<file path="src/rtl/fetch_unit_pkg.sv">
// Shared definitions for the instruction fetch unit: FSM encodings and reset defaults.
package fetch_unit_pkg;

    typedef enum logic [1:0] {
        IDLE = 2'd0,
        REQ  = 2'd1,
        HOLD = 2'd2
    } fetch_state_e;

    localparam int DEFAULT_RESET_PC = 0;

endpackage

</file>
<file path="src/rtl/fetch_unit_reg.sv">
// Enable-gated data register with synchronous clear to zero.
module fetch_unit_reg #(
    parameter int W = 16
) (
    input  logic         clk,
    input  logic         rst,
    input  logic         en,
    input  logic [W-1:0] d,
    output logic [W-1:0] q
);

    logic [W-1:0] data_d, data_q;

    always_comb begin
        data_d = data_q;
        if (en) data_d = d;
    end

    always_ff @(posedge clk) begin
        if (rst) data_q <= '0;
        else     data_q <= data_d;
    end

    assign q = data_q;

endmodule

</file>
<file path="src/rtl/fetch_unit.sv">
// Single-outstanding instruction fetch: request one word, hold it for decode, repeat.
module fetch_unit
    import fetch_unit_pkg::*;
#(
    parameter int              size     = 16,
    parameter logic [size-1:0] RESET_PC = size'(DEFAULT_RESET_PC)
) (
    input  logic            clk,
    input  logic            rst,
    input  logic            en,
    input  logic            redirect,
    input  logic [size-1:0] redirect_pc,
    output logic            imem_req,
    output logic [size-1:0] imem_addr,
    input  logic            imem_ack,
    input  logic [size-1:0] imem_rdata,
    output logic            instr_valid,
    input  logic            instr_ready,
    output logic [size-1:0] instr,
    output logic [size-1:0] instr_pc,
    output logic [size-1:0] pc
);

    fetch_state_e    state_d, state_q;
    logic [size-1:0] pc_d, pc_q;
    logic            valid_d, valid_q;
    logic            req_d, req_q;
    logic            capture;

    always_comb begin
        state_d = state_q;
        pc_d    = pc_q;
        valid_d = valid_q;
        capture = 1'b0;
        case (state_q)
            IDLE: if (en) state_d = REQ;
            REQ: begin
                if (imem_ack) begin
                    capture = 1'b1;
                    pc_d    = pc_q + size'(1);
                    valid_d = 1'b1;
                    state_d = HOLD;
                end
            end
            HOLD: begin
                if (instr_ready) begin
                    valid_d = 1'b0;
                    state_d = en ? REQ : IDLE;
                end
            end
            default: state_d = IDLE;
        endcase
        // Redirect wins everywhere: any acked data or held word is dropped.
        if (redirect) begin
            capture = 1'b0;
            pc_d    = redirect_pc;
            valid_d = 1'b0;
            state_d = en ? REQ : IDLE;
        end
        req_d = (state_d == REQ);
    end

    always_ff @(posedge clk) begin
        if (rst) begin
            state_q <= IDLE;
            pc_q    <= RESET_PC;
            valid_q <= 1'b0;
            req_q   <= 1'b0;
        end else begin
            state_q <= state_d;
            pc_q    <= pc_d;
            valid_q <= valid_d;
            req_q   <= req_d;
        end
    end

    fetch_unit_reg #(.W(size)) u_instr_reg (
        .clk (clk),
        .rst (rst),
        .en  (capture),
        .d   (imem_rdata),
        .q   (instr)
    );

    fetch_unit_reg #(.W(size)) u_instr_pc_reg (
        .clk (clk),
        .rst (rst),
        .en  (capture),
        .d   (pc_q),
        .q   (instr_pc)
    );

    assign imem_req    = req_q;
    assign imem_addr   = pc_q;
    assign instr_valid = valid_q;
    assign pc          = pc_q;

endmodule
</file>
<file path="config.mk">
export PLATFORM = sky130hd
export DESIGN_NAME = fetch_unit
export DESIGN_NICKNAME = d
export VERILOG_FILES = /design/src/rtl/fetch_unit_pkg.sv /design/src/rtl/fetch_unit_reg.sv /design/src/rtl/fetch_unit.sv
export SDC_FILE = /design/constraint.sdc
export NUM_CORES = 1
export LEC_CHECK = 0
export CAP_MARGIN = 20
export CORE_ASPECT_RATIO = 1.25
export CORE_MARGIN = 4
export CORE_UTILIZATION = 43
export CTS_BUF_LIST = sky130_fd_sc_hd__clkbuf_4
export DETAILED_ROUTE_END_ITERATION = 10
export PLACE_DENSITY_LB_ADDON = 0.2
export SYNTH_ARGS = -nofsm -noshare
export SYNTH_HDL_FRONTEND = slang
export SYNTH_HIERARCHICAL = 1
export SYNTH_SLANG_ARGS = --single-unit
</file>
<file path="constraint.sdc">
create_clock -name clk -period 1.8 [get_ports clk]
set_clock_uncertainty 0.05 [all_clocks]
set_input_delay 0.54 -clock clk [delete_from_list [all_inputs] [get_ports clk]]
set_output_delay 0.54 -clock clk [all_outputs]
set_load 0.05 [all_outputs]
</file>
==> results.ini <==
[floorplanning]
die_h_um=90.43
fp-row-count=29
die_area_um2=6686
initial_core_util_pct=45.04
io_pins=104
die_w_um=73.94
core-area_um2=5189

[routing]
ant_nets=0
via_per_inst=5.267
routed_wirelength_um=7447
drc=0
wl_per_cell_um=17.61
drt_pre_antenna_iters=4
drt_iter0_markers=75
dr_total_vias=2228

[setup_path]
reg2reg_depth=4
rr_endpoint=imem_addr[12]
r2r_setup_slack_ps=-20
crit_type=reg -> reg
crit_fanout=8
end_kind=flip-flop
startpoint_type=flip-flop
cp.required_ps=2020
regToRegStartpoint=state_q[0]
cp.arrival_ps=2040

[yosys]
ys_warn_count=6
synth_cell_types=34
ys_seq_elements=52
synthCells=248
postSynthAreaPerCell_um2=9.424
synth_area_um2=2337
synthesis.nets=287
synth.yosys.seq_area_share_pct=44.54

[run]
cap_violations=0

[outcome]
status=finished with violations
failed_checks=negative setup slack

[grt]
grt_pass1_wl_um=11050
grtUsageTotal_pct=21.06
grt_pass1_vias=2249
grt_max_degree=25
grt_antenna_before_repair=0
grt_overflow=0

[cells_and_area]
syn_to_final_growth_pct=84.74
antennaDiodeCount=0
mostFrequentLayoutCell=buf_12
layout.nets=399
final_layout_size_suffix_gt1_share_pct=35.18
final_core_utilization_pct=83.22
fin_area_um2=4318
layout_common_cells=buf_12, nor2_1, dfxtp_1

[power_and_ir_drop]
total_power_mw=2.737
netSwitchingPower_mw=0.8398
vdd_drop_max_uv=569.1
clkPwrFrac_pct=24.6
comb_power_share_pct=29.6
p_leak_nw=1.646
switching_share_pct=30.68
seq_power_share_pct=45.8
p_per_area_nw_per_um2=633.9
power.internal_mw=1.897

[clock_network]
cts_tree=built
clock-root-buffer=clkbuf_4
hold_buffers=0
cts_num_sinks=52
worstSkewPairLatency_ps=380
cts_buffers=5
cts_max_path_buffers=2
htree_levels=2
cts.clk_slew.worst_paths_ps=150

[timing]
fin_crit_ps=1820
slew_headroom_pct=66.25
slew_viol_final=0
holdWs_ps=507.0
clock.fmax_mhz=549.5
final.period_utilization_pct=101.1
worst_pin_slew_ps=506.2
finalSetupViolCount=1
finalHoldViolations=0
setup_ws_ps=-19.70
fin_tns_setup_ps=-19.70

[placement]
port_buffers=103
placedInstanceArea_um2=4141
gp_congestion=0.7940
dp_hpwl_um=5537

[worst_hold_path]
min_path_cells=2
hold_path.class=reg -> reg
hold_path_end=u_instr_pc_reg/q[11]
hp-start=u_instr_pc_reg/q[11]

==> what timing repair did <==
| item | in CTS | in global routing |
|---|---|---|
| pin swaps | 3 | 4 |
| endpoints found under the setup margin | 5 | 16 |
| cloned | 0 | 2 |
| buffers inserted | 0 | 4 |
| resized for setup | 1 | 4 |
==> critical path, stage by stage, from the launching register on <==
cell and delay (ps):
dfxtp_1 490, and4b_2 360, nand3_4 100, or3_1 360
a311oi_1 340
==> how the worst max path moves through the flow <==
stage | start | endpoint | slack [ps]
finish | state_q[0] | imem_addr[12] | -20
global route | state_q[0] | imem_addr[12] | -60
CTS | imem_ack | imem_addr[15] | 5
detailed placement | imem_ack | imem_addr[12] | -470
global placement | imem_ack | imem_addr[13] | -390
floorplan | imem_addr[11] | imem_addr[15] | 6
==> per-stage QoR <==
stage / instances / worst slack [ps]
floorplan: 248 / 6.485
detailed placement: 409 / -474.3
global placement: 409 / -385.7
global route: 423 / -56.09
CTS: 417 / 4.692
finish: 423 / -19.70
==> kinds of logic (layout without fill, tap and decap cells) <==
group / after synthesis / after routing / synth area share [%]
simple gates: 85 / 85 / 17.13
flops: 52 / 52 / 44.54
buf+inv: 37 / 150 / 11.13
mux: 33 / 33 / 14.19
compound gates: 30 / 30 / 8.726
xor+xnor: 10 / 10 / 3.747
fa+ha+maj: 1 / 1 / 0.5352
==> per-layer routing <==
layer | up-vias | GRT usage (%) | part of all wire (%)
li1 | 1067 | - | -
met1 | 1062 | 22.83 | 36
met2 | 86 | 39.13 | 55
met3 | 13 | 5.345 | 7.2
met4 | 0 | 5.287 | 1.9
met5 | - | 0 | 0
==> state kept, by name (all words and copies together) (netlist names) <==
signal            cells
imem_addr            16
u_instr_pc_reg/q     16
u_instr_reg/q        16
state_q               2
imem_req              1
instr_valid           1
==> area by class of cell <==
type / instances / area (um^2)
tap: 62 / 77.57
timing repair buffer: 137 / 2033
clock buffer: 5 / 37.54
fill: 282 / 870.8
clock inverter: 3 / 42.54
multi-input combinational: 159 / 1054
sequential: 52 / 1055
inverter: 5 / 18.77
==> power groups by stage <==
stage / clock network, mW / registers, mW / logic [mW]
3_5_place_dp: 0 / 1.28 / 0.799
2_1_floorplan: 0 / 1.40 / 0.250
6_report: 0.672 / 1.25 / 0.811
3_3_place_gp: 0 / 1.27 / 0.786
5_1_grt: 0.727 / 1.26 / 0.845
4_1_cts: 0.685 / 1.25 / 0.802
==> cells in the mapped netlist (all sizes together) <==
library cell | instances | area, um^2
a211oi | 9 | 67.56
a21oi | 8 | 40.04
a311oi | 4 | 35.03
a31o | 1 | 8.760
and3 | 1 | 6.260
and4 | 2 | 17.52
and4b | 1 | 10.01
buf | 27 | 222.7
clkbuf | 5 | 18.77
dfxtp | 52 | 1041
ha | 1 | 12.51
inv | 5 | 18.77
mux2 | 1 | 11.26
mux2i | 32 | 320.3
nand2 | 7 | 26.28
nand3 | 8 | 52.55
nand3b | 1 | 7.510
nand4 | 5 | 31.28
nand4b | 1 | 8.760
nor2 | 49 | 183.9
nor3 | 5 | 25.02
nor4 | 2 | 12.51
o21a | 1 | 7.510
o21ai | 4 | 20.02
o21bai | 1 | 7.510
o31a | 2 | 17.52
or3 | 3 | 18.77
xnor2 | 4 | 35.03
xor2 | 6 | 52.55
No activity file was read; power rests on OpenSTA's default activity.
